`config.mk`:
```
export PLATFORM = sky130hd
export DESIGN_NAME = alu_issue_ctrl_flat
export DESIGN_NICKNAME = d
export VERILOG_FILES = /design/src/rtl/alu_issue_ctrl_pkg.sv /design/src/rtl/alu_issue_ctrl_if.sv /design/src/rtl/alu_issue_ctrl_decode.sv /design/src/rtl/alu_issue_ctrl.sv /design/src/flat_wrapper.sv
export SDC_FILE = /design/constraint.sdc
export NUM_CORES = 1
export LEC_CHECK = 0
export BUFFER_PORTS_ARGS = -buffer_cell sky130_fd_sc_hd__buf_2
export CAP_MARGIN = 20
export CORE_ASPECT_RATIO = 1.5
export CORE_MARGIN = 10
export CORE_UTILIZATION = 41
export CTS_CLUSTER_SIZE = 20
export DETAILED_ROUTE_END_ITERATION = 16
export GPL_ROUTABILITY_DRIVEN = 1
export PLACE_DENSITY = 0.85
export SLEW_MARGIN = 20
export SYNTH_ARGS = -nofsm -noshare
export SYNTH_HDL_FRONTEND = slang
export SYNTH_HIERARCHICAL = 1
export SYNTH_SLANG_ARGS = --single-unit
```
`constraint.sdc`:
```
create_clock -name clk -period 1.4 [get_ports clk]
set_clock_uncertainty 0.15 [all_clocks]
set_input_delay 0.21 -clock clk [delete_from_list [all_inputs] [get_ports clk]]
set_output_delay 0.21 -clock clk [all_outputs]
set_load 0.02 [all_outputs]
```
`src/rtl/alu_issue_ctrl_pkg.sv`:
```
// Shared definitions for the ALU issue controller: select codes, ALUOp
// encodings, funct3 values of interest and the controller state type.
package alu_issue_ctrl_pkg;

    localparam int DATA_W_DEF = 12;

    // ALU select codes
    localparam logic [3:0] ALU_AND = 4'b0000;
    localparam logic [3:0] ALU_OR  = 4'b0001;
    localparam logic [3:0] ALU_ADD = 4'b0010;
    localparam logic [3:0] ALU_SUB = 4'b0110;

    // ALUOp encodings from the main decoder
    localparam logic [1:0] OP_LDST   = 2'b00;
    localparam logic [1:0] OP_BRANCH = 2'b01;
    localparam logic [1:0] OP_RTYPE  = 2'b10;
    localparam logic [1:0] OP_RSVD   = 2'b11;

    // R-type funct3 values that map to a supported operation
    localparam logic [2:0] F3_ADDSUB = 3'b000;
    localparam logic [2:0] F3_OR     = 3'b110;
    localparam logic [2:0] F3_AND    = 3'b111;

    typedef enum logic [1:0] {
        ST_IDLE = 2'd0,
        ST_EXEC = 2'd1,
        ST_RESP = 2'd2
    } state_t;

endpackage

```
`src/rtl/alu_issue_ctrl_if.sv`:
```
// Request/response bundle between the decode stage and the issue controller.
// master = decode/consumer side, slave = issue controller.
interface alu_issue_ctrl_if
    import alu_issue_ctrl_pkg::*;
#(
    parameter int DATA_W = DATA_W_DEF
);
    logic              in_valid;
    logic              in_ready;
    logic [1:0]        alu_op;
    logic [2:0]        funct3;
    logic              funct7_5;
    logic [DATA_W-1:0] op_a;
    logic [DATA_W-1:0] op_b;
    logic              res_valid;
    logic              res_ready;
    logic [DATA_W-1:0] result;
    logic              zero;
    logic              illegal;

    modport master (
        output in_valid, alu_op, funct3, funct7_5, op_a, op_b, res_ready,
        input  in_ready, res_valid, result, zero, illegal
    );

    modport slave (
        input  in_valid, alu_op, funct3, funct7_5, op_a, op_b, res_ready,
        output in_ready, res_valid, result, zero, illegal
    );
endinterface

```
`src/rtl/alu_issue_ctrl_decode.sv`:
```
// Combinational ALU control decode: ALUOp/funct3/funct7[5] -> select code.
// Unsupported combinations fall back to ADD and raise illegal.
module alu_issue_ctrl_decode
    import alu_issue_ctrl_pkg::*;
(
    input  logic [1:0] alu_op_i,
    input  logic [2:0] funct3_i,
    input  logic       funct7_5_i,
    output logic [3:0] sel_o,
    output logic       illegal_o
);

    // Map the instruction slice onto an ALU select code
    always_comb begin
        sel_o     = ALU_ADD;
        illegal_o = 1'b0;
        case (alu_op_i)
            OP_LDST:   sel_o = ALU_ADD;
            OP_BRANCH: sel_o = ALU_SUB;
            OP_RTYPE: begin
                case (funct3_i)
                    F3_ADDSUB: sel_o = funct7_5_i ? ALU_SUB : ALU_ADD;
                    F3_AND:    sel_o = ALU_AND;
                    F3_OR:     sel_o = ALU_OR;
                    default:   illegal_o = 1'b1;
                endcase
            end
            OP_RSVD:   illegal_o = 1'b1;
            default:   illegal_o = 1'b1;
        endcase
    end

endmodule

```
`src/rtl/alu_issue_ctrl.sv`:
```
// Multi-cycle issuer for the external combinational ALU. Accepts a request
// in IDLE, lets the ALU settle for one cycle on registered inputs (EXEC),
// then presents the captured result until the consumer takes it (RESP).
module alu_issue_ctrl
    import alu_issue_ctrl_pkg::*;
#(
    parameter int DATA_W = DATA_W_DEF,
    parameter int CNT_W  = 8
) (
    input  logic              clk,
    input  logic              rst,
    alu_issue_ctrl_if.slave   bus,
    output logic [3:0]        alu_sel,
    output logic [DATA_W-1:0] alu_a,
    output logic [DATA_W-1:0] alu_b,
    input  logic [DATA_W-1:0] alu_out,
    output logic [CNT_W-1:0]  op_count
);

    state_t            state_q, state_d;
    logic [3:0]        sel_q, sel_d;
    logic [DATA_W-1:0] a_q, a_d;
    logic [DATA_W-1:0] b_q, b_d;
    logic [DATA_W-1:0] res_q, res_d;
    logic              zero_q, zero_d;
    logic              ill_q, ill_d;
    logic [CNT_W-1:0]  cnt_q, cnt_d;

    logic [3:0]        dec_sel;
    logic              dec_illegal;
    logic              accept;
    logic              complete;

    alu_issue_ctrl_decode u_decode (
        .alu_op_i   (bus.alu_op),
        .funct3_i   (bus.funct3),
        .funct7_5_i (bus.funct7_5),
        .sel_o      (dec_sel),
        .illegal_o  (dec_illegal)
    );

    // Requests are only taken in IDLE; results only retire in RESP
    assign accept   = (state_q == ST_IDLE) && bus.in_valid;
    assign complete = (state_q == ST_RESP) && bus.res_ready;

    // State register
    always_ff @(posedge clk) begin
        if (rst) state_q <= ST_IDLE;
        else     state_q <= state_d;
    end

    // Next-state logic: EXEC always lasts exactly one cycle
    always_comb begin
        state_d = state_q;
        case (state_q)
            ST_IDLE: if (accept)   state_d = ST_EXEC;
            ST_EXEC:               state_d = ST_RESP;
            ST_RESP: if (complete) state_d = ST_IDLE;
            default:               state_d = ST_IDLE;
        endcase
    end

    // Handshake outputs decoded from state
    always_comb begin
        bus.in_ready  = 1'b0;
        bus.res_valid = 1'b0;
        case (state_q)
            ST_IDLE: bus.in_ready  = 1'b1;
            ST_RESP: bus.res_valid = 1'b1;
            default: ;
        endcase
    end

    // Datapath next values: operands on accept, result at end of EXEC, count on retire
    always_comb begin
        sel_d  = sel_q;
        a_d    = a_q;
        b_d    = b_q;
        ill_d  = ill_q;
        res_d  = res_q;
        zero_d = zero_q;
        cnt_d  = cnt_q;
        if (accept) begin
            sel_d = dec_sel;
            a_d   = bus.op_a;
            b_d   = bus.op_b;
            ill_d = dec_illegal;
        end
        if (state_q == ST_EXEC) begin
            res_d  = alu_out;
            zero_d = (alu_out == '0);
        end
        if (complete) begin
            cnt_d = cnt_q + 1'b1;
        end
    end

    // Datapath registers; reset aborts any in-flight operation
    always_ff @(posedge clk) begin
        if (rst) begin
            sel_q  <= ALU_ADD;
            a_q    <= '0;
            b_q    <= '0;
            ill_q  <= 1'b0;
            res_q  <= '0;
            zero_q <= 1'b0;
            cnt_q  <= '0;
        end else begin
            sel_q  <= sel_d;
            a_q    <= a_d;
            b_q    <= b_d;
            ill_q  <= ill_d;
            res_q  <= res_d;
            zero_q <= zero_d;
            cnt_q  <= cnt_d;
        end
    end

    assign alu_sel     = sel_q;
    assign alu_a       = a_q;
    assign alu_b       = b_q;
    assign bus.result  = res_q;
    assign bus.zero    = zero_q;
    assign bus.illegal = ill_q;
    assign op_count    = cnt_q;

endmodule
```
`src/flat_wrapper.sv`:
```
// flat-port wrapper written by rule: the top's interface ports become plain ports
module alu_issue_ctrl_flat import alu_issue_ctrl_pkg::*;
#(
    parameter int DATA_W = DATA_W_DEF,
    parameter int CNT_W  = 8
)
  (clk, rst, alu_sel, alu_a, alu_b, alu_out, op_count, bus_in_valid, bus_alu_op, bus_funct3, bus_funct7_5, bus_op_a, bus_op_b, bus_res_ready, bus_in_ready, bus_res_valid, bus_result, bus_zero, bus_illegal);
  alu_issue_ctrl_if #(.DATA_W(DATA_W)) bus_i ();
  input  logic clk;
  input  logic rst;
  output logic [3:0] alu_sel;
  output logic [DATA_W-1:0] alu_a;
  output logic [DATA_W-1:0] alu_b;
  input  logic [DATA_W-1:0] alu_out;
  output logic [CNT_W-1:0] op_count;
  input wire logic [$bits(bus_i.in_valid)-1:0] bus_in_valid;
  input wire logic [$bits(bus_i.alu_op)-1:0] bus_alu_op;
  input wire logic [$bits(bus_i.funct3)-1:0] bus_funct3;
  input wire logic [$bits(bus_i.funct7_5)-1:0] bus_funct7_5;
  input wire logic [$bits(bus_i.op_a)-1:0] bus_op_a;
  input wire logic [$bits(bus_i.op_b)-1:0] bus_op_b;
  input wire logic [$bits(bus_i.res_ready)-1:0] bus_res_ready;
  output wire logic [$bits(bus_i.in_ready)-1:0] bus_in_ready;
  output wire logic [$bits(bus_i.res_valid)-1:0] bus_res_valid;
  output wire logic [$bits(bus_i.result)-1:0] bus_result;
  output wire logic [$bits(bus_i.zero)-1:0] bus_zero;
  output wire logic [$bits(bus_i.illegal)-1:0] bus_illegal;
  assign bus_i.in_valid = bus_in_valid;
  assign bus_i.alu_op = bus_alu_op;
  assign bus_i.funct3 = bus_funct3;
  assign bus_i.funct7_5 = bus_funct7_5;
  assign bus_i.op_a = bus_op_a;
  assign bus_i.op_b = bus_op_b;
  assign bus_i.res_ready = bus_res_ready;
  assign bus_in_ready = bus_i.in_ready;
  assign bus_res_valid = bus_i.res_valid;
  assign bus_result = bus_i.result;
  assign bus_zero = bus_i.zero;
  assign bus_illegal = bus_i.illegal;
  alu_issue_ctrl #(.DATA_W(DATA_W), .CNT_W(CNT_W)) u_core (.clk(clk), .rst(rst), .bus(bus_i), .alu_sel(alu_sel), .alu_a(alu_a), .alu_b(alu_b), .alu_out(alu_out), .op_count(op_count));
endmodule
```
# Word level (Yosys, flattened, before mapping)

Cells that the tools add are included.

Bitwise gates (word level): 0
Equality and inequality tests: 9
Reductions and logical operators: 7
Shift operators: 0
$lt $le $gt $ge: 0
Div/mod/pow operators: 0
$mul: 0
$add $sub $neg: 1
Mux-type cells: 10

Operator list:

| cell                                                             | count |
|---|---|
| 12-bit logical NOT                                               | 1 |
| 4-bit case mux with 3 select lines                               | 1 |
| 8-bit by 1-bit adder with 8-bit output (second input constant)   | 1 |
| 4-bit case mux with 2 select lines                               | 1 |
| 2-bit == test (second input constant)                            | 3 |
| 3-bit == test (second input constant)                            | 2 |
| 2-bit case mux with 3 select lines                               | 1 |
| 2-bit by 1-bit == test with 1-bit output (second input constant) | 2 |
| 2-bit two-way mux                                                | 2 |
| 2-bit by 1-bit != test with 1-bit output (second input constant) | 2 |
| 3-bit logical NOT                                                | 1 |
| 1-bit two-way mux                                                | 3 |
| 3-bit two-way mux                                                | 1 |
| 3-bit OR reduction                                               | 1 |
| 1-bit logical AND                                                | 2 |
| 2-bit logical NOT                                                | 1 |
| 1-bit case mux with 2 select lines                               | 1 |
| 2-bit AND reduction                                              | 1 |

Bits in registers: 52
Bits in read-only memories: 0
Input port bits: 46
Memories kept: 0
RAM bits: 0
Latch bits: 0
Output and inout port bits: 52

# Logic depth before layout (Yosys ltp)

Word-level depth: 4
Mapped depth: 6

# By module

The synthesis kept the hierarchy.

By module, submodules not included:

| module                | cells each | instances | area each (um^2) |
|---|---|---|---|
| alu_issue_ctrl        | 203        | 1         | 1946.9 |
| alu_issue_ctrl_decode | 15         | 1         | 115.1 |

# Least setup slack after synthesis

OpenSTA, ideal clock, no wires.

Path kind: reg2reg
From: reg u_core.cnt_q[3] (netlist: u_core/op_count[3])
To: reg u_core.cnt_q[7] (netlist: u_core/op_count[7])
Cell stages (with the launch flop): 4
Path slack: -0.151 ns
Data arrival time: 1.280 ns
Required time: 1.129 ns
Period minus slack after synthesis: 1.551 ns
Buffers on the path: 0
Path through: dfxtp_1 nand4_1 nor4_1 mux2_2

Word-level cells in the longest chain between the ends: 1

RTL lines:

| what                                   | RTL line              | text |
|---|---|---|
| start: declaration                     | alu_issue_ctrl.sv:27  | `logic [CNT_W-1:0] cnt_q, cnt_d;` |
| start signal: assignment               | alu_issue_ctrl.sv:115 | `cnt_q <= cnt_d;` |
| 8-bit by 1-bit adder with 8-bit output | alu_issue_ctrl.sv:94  | `cnt_d = cnt_q + 1'b1;` |

No other way between the ends.
A chain may end at the register's enable or synchronous reset.

# Worst setup path after layout

From: reg u_core.state_q[0]
To: reg u_core.cnt_q[7] (netlist: u_core/op_count[7])

Word-level cells in the longest chain between the ends: 2

RTL lines:

| what                     | RTL line             | text |
|---|---|---|
| start: declaration       | alu_issue_ctrl.sv:20 | `state_t state_q, state_d;` |
| start signal: assignment | alu_issue_ctrl.sv:49 | `else state_q <= state_d;` |
| 2-bit == test            | alu_issue_ctrl.sv:44 | `assign complete = (state_q == ST_RESP) && bus.res_ready;` |
| 1-bit logical AND        | alu_issue_ctrl.sv:44 |  |

No other way between the ends.

==> summary.md <==
| Metric | Value |
|---|---|
| Run status | `complete, but fails checks` |
| Failing checks | `setup timing` |
| R2R depth | `3` |
| Slowest-stage cell, CP | `dfxtp_4` |
| Vias in the first global route | `2155` |
| Post-Layout Cell Count | `433` |
| Placement Cell Area | `2760 µm²` |
| Syn Area/Cell | `9.46 µm²` |
| Yosys top cell area share | `0.505` |
| Seq/Total Area, Yosys | `0.505` |
| Per-cell routed wire length | `15.7 µm` |
| Cell variety after synth | `31` |
| Unrepaired setup endpoints after global routing | `true` |
| Clk pin slew, worst setup/hold paths | `0.09 ns` |
| Fmax | `660 MHz` |
| Syn-to-layout area delta | `65.5%` |
| Tot GR Track Use | `0.148` |
| Tmin final | `1.51 ns` |
| Met3 GRT Util | `0.0443` |
| Commonest cells post-synth | `dfxtp_1 (52), nor2_1 (33), mux2i_1 (29), nand2_1 (28), a21oi_1 (18)` |
| Post-Place Cells | `389` |
| Inserted Clock Buffers | `5` |
| Synth Warn # | `6` |
| Worst hold stages | `3` |
| Row count | `31` |
| Post-synth EDFFs | `0` |
| Hold slack | `0.00692 ns` |
| IO Port Bufs | `97` |
| Layer with the highest usage | `met2` |
| Ys flop type | `dfxtp_1` |
| Post-synth ARST share | `0` |
| Fin nets | `415` |
| Mapped Area | `2060 µm²` |
| Crit path buf inv count | `0` |
| Slew Viols, Final | `0` |
| Crit Path Class | `reg -> reg` |
| Endpoints failing setup | `33` |
| Clock tree sinks | `52` |
| DR vias | `2084` |
| M2 GR Usage | `0.282` |
| Syn Nets | `268` |
| Die Height | `107 µm` |
| P per Cell Area | `964 nW/µm²` |
| CTS tree | `yes` |
| Final hold violation count | `0` |
| Final worst setup slack | `-0.115 ns` |
| #FFs+latches synth | `52` |
| First-pass detailed-route iteration total | `4` |
| CP top delay family | `simple AND/OR/NAND/NOR gates` |
| Most frequent cell after synthesis | `dfxtp_1` |
| GR Util met1 | `0.143` |
| Htree depth | `2` |
| Layout cells sized above 1 | `0.443` |
| Top Ports | `98` |
| Die Wd | `77.9 µm` |
| Req. time, crit path | `1.43 ns` |
| Arr. time, crit path | `1.55 ns` |
| Vias per inst | `4.81` |
| Crit path capture type | `register` |
| Drt initial violations | `115` |
| Starting Density | `0.425` |
| Worst path max stage delay | `0.37 ns` |
| Max IR drop VDD | `747 µV` |
| Fill cells | `355` |
| DRC | `0` |
| Crit path depth | `3` |
| Post-route ant nets | `0` |
| Post-DP HPWL | `4360 µm` |
| Clk buf depth | `2` |
| Antenna violations before repair | `1` |
| Top post-synthesis cells by area | `dfxtp_1 (50%), mux2i_1 (14%), nor2_1 (6.0%), nand2_1 (5.1%), a21oi_1 (4.4%)` |
| Clock Latency Late Sink | `0.29 ns` |
| GRT overflow | `0` |
| Largest net degree at the start of global routing | `22` |
| Fin crit share | `1.08` |
| Nature of the critical path startpoint | `register` |
| Synth area leader | `dfxtp_1` |
| Leakage | `1.64 nW` |
| Core region area | `4850 µm²` |
| Syn Inst Count | `218` |
| Die area | `8320 µm²` |
| Max Cap Violations | `0` |
| Root buffer cell | `clkbuf_8` |
| Global-route wire length before repair | `10200 µm` |
| Critical-path cell list | `nand3b_4 -> nor4_4 -> mux2_4` |
| WL final | `6790 µm` |
| Finished Cell Area | `3410 µm²` |
| Placer Congestion | `0.779` |
| CP max FO | `5` |
| HP Class | `in -> reg` |
-- layout by cell type, fill, tap and decap left out, types with 2 or more instances in the layout --
cell           count
nand4_1            2
or3_1              2
buf_6             11
nor4_4             3
dfxtp_4            3
a21oi_2            3
dfxtp_1           44
clkbuf_8           5
dfxtp_2            5
a211o_1            2
ha_1               3
dlygate4sd3_1     21
o31ai_1            2
buf_12             2
inv_1              5
buf_2             93
mux2i_1           29
nand2_1           28
nor2_1            32
nand2b_1           2
or4_1              2
buf_8              2
buf_4             21
clkbuf_16          3
a21oi_1           15
nor2b_1            4
-- worst min-delay path, cell delays in order --
cell and delay (ns):
buf_2 0.07, mux2i_1 0.06, nor2_1 0.07
-- path summary, 6_finish.rpt --
check | from | end | slack (ns)
worst max-delay path | u_core/state_q[0] | u_core/op_count[7] | -0.11
worst min-delay path | bus_op_a[6] | u_core/alu_a[6] | 0.007
worst max register to register | u_core/state_q[0] | u_core/op_count[7] | -0.11
worst min register to register | u_core/bus.result[11] | u_core/bus.result[11] | 0.31
-- per-layer routing --
layer,part of all wire,up-vias
li1,-,1029
met1,0.34,969
met2,0.57,72
met3,0.057,14
met4,0.033,0
met5,0,-
-- area by class of cell --
cell class | instances | area (µm²) | share of cell area
Sequential cell | 52 | 1060 | 0.310
Clock buffer | 5 | 68.8 | 0.0202
Tap cell | 66 | 82.6 | 0.0242
Multi-Input combinational cell | 148 | 1040 | 0.304
Inverter | 5 | 18.8 | 0.00550
Clock inverter | 3 | 42.5 | 0.0125
Antenna cell | 1 | 2.50 | 0.000733
Timing Repair Buffer | 153 | 1100 | 0.323
-- kinds of logic after synthesis --
logic type,count (synthesis),synth area share
AOI/OAI and AO/OA,26,0.0728
other,1,0.00182
xor gates and xnor gates,2,0.00850
DFF,52,0.505
and+or+nand+nor,85,0.198
adders and majority gates,4,0.0243
muxes,30,0.146
buffers and inverters,18,0.0431
-- registers in the layout, summed over array words and instances, names as in the netlist --
name and count:
u_core/alu_a 12, u_core/alu_b 12, u_core/bus.result 12, u_core/op_count 8
u_core/alu_sel 4, u_core/state_q 2, u_core/bus.illegal 1, u_core/bus.zero 1
-- power breakdown --
part | leakage [nW] | switching (mW) | internal, mW
Clock | 0.0541 | 0.473 | 0.529
Sequential | 0.430 | 0.0453 | 1.55
Combinational | 1.15 | 0.344 | 0.347
-- what timing repair did --
action,in CTS,in global routing
hold buffers,21,0
cloned,0,4
setup endpoints to repair,36,38
gates resized for setup,17,25
setup buffers,6,4
hold endpoints to repair,21,0
pin swaps,5,9
-- stage by stage --
stage	setup TNS, ns	power, mW	util	worst slack [ns]
after floorplan	-0.241	1.94	-	-0.0354
after global placement	-1.02	2.16	0.569	-0.0892
after detailed placement	-1.57	2.17	0.569	-0.137
after CTS	-0.792	3.24	0.657	-0.0705
after global routing	-3.14	3.45	0.704	-0.136
final	-1.08	3.29	0.704	-0.115
No activity file was read; power rests on OpenSTA's default activity.
